[src/rtl/aes_input_loader.sv]
// Command-driven loader that assembles an AES plaintext block and a 128/192/256-bit key
// from a DIN_W-wide beat stream, then holds key_start until the engine reports done.
module aes_input_loader #(
   parameter int DIN_W = 8
) (
   input  logic               clk,
   input  logic               rst_,
   input  logic [2:0]         cmd,
   input  logic               cmd_valid,
   input  logic [1:0]         key_len,
   input  logic [DIN_W-1:0]   din,
   input  logic               din_valid,
   output logic               din_ready,
   output logic               ready,
   input  logic               transformer_done,
   output logic               key_start,
   output logic [127:0]       plain_out,
   output logic [255:0]       key_out,
   output logic [1:0]         key_len_out,
   output logic               pt_loaded,
   output logic               key_loaded,
   output logic               err
);

   localparam int PT_BEATS = 128 / DIN_W;
   localparam int CNT_W    = 6;

   localparam logic [2:0] CMD_NOP      = 3'b000;
   localparam logic [2:0] CMD_LOAD_PT  = 3'b001;
   localparam logic [2:0] CMD_LOAD_KEY = 3'b010;
   localparam logic [2:0] CMD_START    = 3'b011;
   localparam logic [2:0] CMD_CLEAR    = 3'b100;

   typedef enum logic [1:0] {S_IDLE, S_LOAD_PT, S_LOAD_KEY, S_RUN} state_t;

   state_t             state, state_nxt;
   logic [CNT_W-1:0]   cnt;
   logic [CNT_W-1:0]   key_last;
   logic [1:0]         len_pend;
   logic               reject;
   logic               pt_last;
   logic               key_done;

   // Key beats enter at the bottom of the active K-bit field; bits below the field stay zero.
   function automatic logic [255:0] key_shift(input logic [255:0] k,
                                              input logic [DIN_W-1:0] d,
                                              input logic [1:0] len);
      logic [255:0] ext;
      ext = {{(256-DIN_W){1'b0}}, d};
      case (len)
         2'b00:   ext = ext << 128;
         2'b01:   ext = ext << 64;
         default: ext = ext;
      endcase
      return (k << DIN_W) | ext;
   endfunction

   always_comb begin
      case (len_pend)
         2'b00:   key_last = CNT_W'(128 / DIN_W - 1);
         2'b01:   key_last = CNT_W'(192 / DIN_W - 1);
         default: key_last = CNT_W'(256 / DIN_W - 1);
      endcase
   end

   assign pt_last  = (cnt == CNT_W'(PT_BEATS - 1));
   assign key_done = (cnt == key_last);

   always_ff @(posedge clk) begin
      if (rst_) state <= S_IDLE;
      else      state <= state_nxt;
   end

   always_comb begin
      state_nxt = state;
      din_ready = 1'b0;
      ready     = 1'b0;
      key_start = 1'b0;
      reject    = 1'b0;
      case (state)
         S_IDLE: begin
            ready = 1'b1;
            if (cmd_valid) begin
               case (cmd)
                  CMD_NOP:      ;
                  CMD_LOAD_PT:  state_nxt = S_LOAD_PT;
                  CMD_LOAD_KEY: if (key_len != 2'b11) state_nxt = S_LOAD_KEY;
                                else                  reject    = 1'b1;
                  CMD_START:    if (pt_loaded && key_loaded) state_nxt = S_RUN;
                                else                         reject    = 1'b1;
                  CMD_CLEAR:    ;
                  default:      reject = 1'b1;
               endcase
            end
         end
         S_LOAD_PT: begin
            din_ready = 1'b1;
            if (din_valid && pt_last) state_nxt = S_IDLE;
         end
         S_LOAD_KEY: begin
            din_ready = 1'b1;
            if (din_valid && key_done) state_nxt = S_IDLE;
         end
         S_RUN: begin
            key_start = 1'b1;
            if (transformer_done) state_nxt = S_IDLE;
         end
         default: state_nxt = S_IDLE;
      endcase
   end

   always_ff @(posedge clk) begin
      if (rst_) begin
         plain_out   <= '0;
         key_out     <= '0;
         cnt         <= '0;
         len_pend    <= '0;
         key_len_out <= '0;
         pt_loaded   <= 1'b0;
         key_loaded  <= 1'b0;
         err         <= 1'b0;
      end else begin
         err <= reject;
         case (state)
            S_IDLE: begin
               if (cmd_valid) begin
                  case (cmd)
                     CMD_LOAD_PT: begin
                        plain_out <= '0;
                        pt_loaded <= 1'b0;
                        cnt       <= '0;
                     end
                     CMD_LOAD_KEY: if (key_len != 2'b11) begin
                        key_out    <= '0;
                        key_loaded <= 1'b0;
                        len_pend   <= key_len;
                        cnt        <= '0;
                     end
                     CMD_CLEAR: begin
                        plain_out  <= '0;
                        key_out    <= '0;
                        pt_loaded  <= 1'b0;
                        key_loaded <= 1'b0;
                     end
                     default: ;
                  endcase
               end
            end
            S_LOAD_PT: if (din_valid) begin
               plain_out <= {plain_out[127-DIN_W:0], din};
               if (pt_last) begin
                  pt_loaded <= 1'b1;
                  cnt       <= '0;
               end else begin
                  cnt <= cnt + 1'b1;
               end
            end
            S_LOAD_KEY: if (din_valid) begin
               key_out <= key_shift(key_out, din, len_pend);
               if (key_done) begin
                  key_loaded  <= 1'b1;
                  key_len_out <= len_pend;
                  cnt         <= '0;
               end else begin
                  cnt <= cnt + 1'b1;
               end
            end
            S_RUN: if (transformer_done) begin
               plain_out <= '0;
               pt_loaded <= 1'b0;
            end
            default: ;
         endcase
      end
   end

endmodule

[config.mk]
export PLATFORM = sky130hd
export DESIGN_NAME = aes_input_loader
export DESIGN_NICKNAME = d
export VERILOG_FILES = /design/src/rtl/aes_input_loader.sv
export SDC_FILE = /design/constraint.sdc
export NUM_CORES = 1
export LEC_CHECK = 0
export ABC_CLOCK_PERIOD_IN_PS = 4200
export CAP_MARGIN = 25
export CORE_MARGIN = 1
export CORE_UTILIZATION = 50
export CTS_BUF_LIST = sky130_fd_sc_hd__clkbuf_16
export CTS_CLUSTER_DIAMETER = 50
export DETAILED_ROUTE_END_ITERATION = 16
export GPL_ROUTABILITY_DRIVEN = 0
export PLACE_DENSITY = 0.87
export SLEW_MARGIN = 20
export SYNTH_ARGS = -nofsm -noshare
export SYNTH_HDL_FRONTEND = slang
export SYNTH_SLANG_ARGS = --single-unit
[constraint.sdc]
create_clock -name clk -period 4.2 [get_ports clk]
set_input_delay 0.42 -clock clk [delete_from_list [all_inputs] [get_ports clk]]
set_output_delay 0.42 -clock clk [all_outputs]
set_load 0.005 [all_outputs]
# Word level (Yosys, flattened, before mapping)
# Index checks and enable logic that the tools add are counted.
totals:
  reg_bits: 399
  inputBits: 18
  out_inout_bits: 392
  wordCells: 108
op_classes:
  add_sub_neg: 1
  eq_ne: 25
  n_mux: 49
  bitwise_logic: 3
  reduce_logical: 21
op_table:
  columns: ["op", "count"]
  rows:
  - ["$mux 256", 6]
  - ["$pmux 256 s2", 2]
  - ["$mux 128", 4]
  - ["$pmux 128 s3", 1]
  - ["$pmux 136 s2", 1]
  - ["$or 256x256->256", 1]
  - ["$mux 6", 6]
  - ["$ne 2x2->1 const B", 10]
  - ["$pmux 6 s3", 1]
  - ["$reduce_and 6->1", 3]
  - ["$mux 1", 14]
  - ["$mux 2", 6]
  - ["$pmux 6 s2", 1]
  - ["$pmux 5 s2", 1]
  - ["$reduce_and 5->1", 2]
  - ["$pmux 2 s4", 1]
  - ["$reduce_and 7->1", 1]
  - ["$add 6x1->6 const B", 1]
  - ["$eq 3x2->1 const B", 2]
  - ["$eq 6x4->1 const B", 1]
  - ["$eq 6x6->1", 1]
  - ["$ne 3x2->1 const B", 2]
  - ["$ne 3x3->1 const B", 2]
  - ["$pmux 1 s3", 2]
  - ["other kinds (17)", 27]

# Depth between registers and ports, before layout
logic_depth:
  depth_word: 8
  ltp_mapped: 11
  depth_no_buf: 7

# Worst setup path after synthesis
# Ideal clock, no wire load.
synth_path:
  kind: "flip-flop to flip-flop"
  start: "reg state[0]"
  end: "reg key_out[129]"
  setup_time_ns: 0.132
  arrival_ns: 2.009
  required_ns: 4.068
  path_slack_ns: 2.060
  stages_incl_launch_ff: 10
  n_path_buf: 2
  period_less_slack_ns: 2.140
  cell_sequence: "dfxtp_1 -> inv_1 -> ha_1 -> inv_2 -> o41a_1 -> or2_1 -> buf_2 -> buf_2 -> a211oi_1 -> nor3_1"
synth_between:
  elab_chain_len: 3
  elab_cells_between_ends: 9
  cone_classes: "eq/ne (5); mux (1); reduce/logical (3)"
synth_rtl:
  columns: ["element", "line_no", "source"]
  rows:
  - ["start, declared", "36", "state_t state, state_nxt;"]
  - ["start signal, assigned", "71", "else state <= state_nxt;"]
  - ["$eq 2x2->1 / $logic_not 2->1 (equally long branches)", "124", "case (state)"]
  - ["$ne 2x2->1 (no source line) (tied with other cells)", null, null]
  - ["$reduce_and 5->1 (no source line)", null, null]
  - ["end signal, assigned", "159", "key_out <= key_shift(key_out, din, len_pend);"]
  - ["end, declared", "18", "output logic [255:0] key_out,"]
# Several ways; a longest one is shown, not always the timed one.
# A chain may end at the register's enable or synchronous reset.

# Worst setup path after layout
layout_path:
  start: "reg state[1]"
  end: "reg plain_out[70]"
layout_between:
  elab_chain_len: 3
  elab_cells_between_ends: 10
  cone_classes: "eq/ne (6); mux (1); reduce/logical (3)"
layout_rtl:
  columns: ["element", "line_no", "source"]
  rows:
  - ["$eq 2x1->1 (tied with other cells)", "124", null]
  - ["$ne 2x2->1 (no source line) / $reduce_bool 3->1 (equally long branches)", null, null]
  - ["$reduce_and 5->1 (no source line)", null, null]
  - ["end signal, assigned", "150", "plain_out <= {plain_out[127-DIN_W:0], din};"]
  - ["end, declared", "17", "output logic [127:0] plain_out,"]
# Several ways; a longest one is shown, not always the timed one.

==> parameters.txt <==
Parameter                              Value

Status
  Result of the run    finished clean

Clocking
  Clock latency on the worst-skew pair    between 0.5 and 0.6 ns
  Number of levels in the clock H-tree    2
  Number of cells upsized or downsized after cts    0
  Total clock buffers created by CTS    42
  Hold-fix buffers at CTS    0
  Clock-pin slew of the registers on the worst-case setup and hold paths    0.06 ns
  Clock sink total    399
  Number of buffers inserted by post-CTS setup repair    0
  Root buffer selected by CTS    sky130_fd_sc_hd__clkbuf_16
  CTS tree    yes
  Worst-case clock buffer depth    3

Yosys
  Most numerous cell in the Yosys netlist    sky130_fd_sc_hd__nand2_1
  Synthesized flop and latch total    around 400
  EDFF count, synth    0
  Gate Count Post-Synth    ~1800
  Most frequently used flop master after synthesis    sky130_fd_sc_hd__dfxtp_1
  Area of the mapped netlist    approximately 0.014 mm2
  Synth cell types    47
  Post-Synthesis Mean Instance Area    7.985 um2
  Yosys warning total    0
  Synth async-reset ratio    0%
  Cell accounting for the most synthesized area    sky130_fd_sc_hd__dfxtp_1
  Top cells by area in the synthesized netlist    sky130_fd_sc_hd__dfxtp_1 55%, sky130_fd_sc_hd__nand2_1 19%, sky130_fd_sc_hd__a21oi_1 13%
  Syn Nets    1828
  Seq/Total Area, Yosys    between 50% and 60%
  Share of the synthesized area in the top cell type    roughly 55%
  Most numerous cell types in the synthesized netlist    735 x sky130_fd_sc_hd__nand2_1, 399 x sky130_fd_sc_hd__dfxtp_1, 375 x sky130_fd_sc_hd__a21oi_1, 66 x sky130_fd_sc_hd__buf_2, 33 x sky130_fd_sc_hd__nor2_1

Worst setup path
  Beginning of the worst register-to-register path    state[1]
  Critical register-to-register path endpoint    plain_out[70]
  Type of the worst setup path    reg2reg
  Path depth of the worst reg2reg path    9
  Arr. time, crit path    approximately 3.5 ns
  Nature of the critical path startpoint    flop
  Critical path required time    4.64 ns
  Largest fanout of any net on the critical path    68
  Reg-to-reg setup timing slack    between 1 and 1.5 ns
  Critical Path Sink Type    flop

Floorplan
  Core Rows    between 60 and 70
  Num ports    410
  Full die area    between 0.02 and 0.03 mm2
  Y dimension of the die    around 170 um
  Effective utilization at floorplan    51.32%
  Die X-Extent    171.8 um
  Core Footprint    0.02809 mm2

Timing
  Hold Fails Final Rpt    0
  Highest achievable clock rate    0.3226 GHz
  Final period util    roughly 74%
  Final min period    a little over 3 ns
  Final setup skew    0.01454 ns
  Worst hold slack after final layout    ~0.46 ns
  Transition time at the pin with the least slew margin    0.7759 ns
  Number of pins exceeding their max-slew limit in the final report    0
  # setup viols final    0
  Post-Route Setup TNS    0 ns
  RSZ-0062 raised after global routing    no
  Relative slew margins    48.27%
  Post-route setup slack    between 1 and 1.5 ns

GRT
  Vias in the first global route    12687
  Largest net degree at the start of global routing    164
  Total overflow reported by the global router    0
  Total routing usage reported by global routing    28.25%
  Met1 usage    around 33%
  Global Route met2 Usage    47.19%
  Global-route wire length before repair    66320 um
  Met3 track demand over resource    7.984%
  Top Usage Layer GRT    met2
  Antenna violations before repair    3

Min path
  Hold WC Path Type    reg2reg
  Worst hold path stage count    2
  Worst hold path startpoint    plain_out[120]
  Hold endpoint    plain_out[120]

Pwr
  Standby leakage power    6.308 nW
  Clock power share    between 40% and 50%
  Net switching component of the power    2.143 mW
  Post-route total power    8.151 mW
  Part of the power in combinational logic    10.3%
  Part of the total power dissipated in sequential elements    between 40% and 50%
  Int Pwr    6.008 mW
  Power density over the cells    412.8 mW/mm2
  Worst ir drop on vdd    just over 0.3 mV
  Switch share    a little over a quarter

Route
  Number of iterations in the first detailed-routing pass    5
  Final Routed Wirelength    44010 um
  Drt wl/cell    17.27 um
  Antenna viol nets, final    0
  Routed via count    13686
  Iteration-0 DRC Markers    1154
  Post-detailed-route DRC marker count    0
  Avg Vias per Cell    5.369

Finish
  Fillcell total    around 2100
  Nets    around 2200
  Sequential standard cell area    0.007988 mm2
  Share of layout cells above drive strength 1    3.782%
  Multi-input logic area    0.005610 mm2
  Area growth from synthesis to layout    36.98%

Placement
  PortBufs    409
  DPL Wire Length    29130 um
  Minimum setup slack after placement    0.9233 ns

Run
  Count of maximum capacitance violations    0
## final cells by class
class                      instances  area share (%)
sequential                       399           40.46
timing repair buffer             428           22.09
tap                              378           2.395
antenna                            3         0.03802
clock inverter                    30          0.9823
clock buffer                      43           5.450
multi-input combinational       1259           28.42
inverter                           9          0.1711
## state kept, by name (all words and copies together) (netlist names)
signal / count
cnt: 6
err: 1
state: 2
key_len_out: 2
key_out: 256
pt_loaded: 1
len_pend: 2
plain_out: 128
key_loaded: 1
## kinds of logic after synthesis
group                      after synthesis  synth area share, %
and+or+nand+nor                        829                22.41
AOI/OAI and AO/OA                      419                15.49
DFF                                    399                55.42
buffers and inverters                  147                5.859
adders and majority gates                5               0.4340
xor gates and xnor gates                 3               0.1823
muxes                                    3               0.2083
## through the flow
stage / util (%) / cells / area [um2]
floorplan: - / 1805 / 14410
global placement: 65.75 / 2473 / 18470
detailed placement: 65.75 / 2473 / 18470
CTS: 70.27 / 2546 / 19740
global route: 70.30 / 2549 / 19740
finish: 70.30 / 2549 / 19740
## worst max-delay path by stage
stage,cells after the start,slack (ns),from,end
after floorplan,9,2.06,state[0],key_out[129]
after CTS,9,1.14,state[1],plain_out[70]
after global placement,8,1.06,cmd[0],plain_out[116]
after global routing,9,0.92,state[1],plain_out[70]
final,9,1.10,state[1],plain_out[70]
after detailed placement,8,0.92,cmd[0],plain_out[125]
## power groups by stage
stage / Combinational [mW] / Clock, mW / Sequential [mW]
floorplan: 0.605 / 0 / 3.93
global placement: 0.815 / 0 / 3.93
detailed placement: 0.824 / 0 / 3.93
CTS: 0.829 / 3.49 / 3.85
global route: 0.904 / 3.66 / 3.85
finish: 0.841 / 3.46 / 3.85
## placed cells by master (no fill, tap or decap), drive strengths merged, types with 5 or more instances in the layout
cell / n
inv: 26
clkdlybuf4s50: 409
clkbuf: 43
nor3: 22
a211oi: 17
dfxtp: 399
o21ai: 5
a21oi: 375
nand4: 8
clkinv: 11
nand3: 14
nand2: 735
buf: 19
ha: 5
nor2: 34
## critical path, cell delays in order (launching register included)
cell,delay [ns]
sky130_fd_sc_hd__dfxtp_1,0.33
sky130_fd_sc_hd__inv_1,0.11
sky130_fd_sc_hd__ha_1,0.49
sky130_fd_sc_hd__nand2b_1,0.16
sky130_fd_sc_hd__o221ai_1,0.18
sky130_fd_sc_hd__or3_4,0.22
sky130_fd_sc_hd__buf_4,0.49
sky130_fd_sc_hd__buf_4,0.64
sky130_fd_sc_hd__nand2_1,0.15
sky130_fd_sc_hd__a21oi_1,0.21
## routing by layer
metal | wire length (um) | vias up
li1 | - | 6555
met5 | 0 | -
met3 | 3838 | 134
met1 | 16840 | 6438
met2 | 21050 | 559
met4 | 2281 | 0
Note: power is estimated with default switching activity, not from simulation.
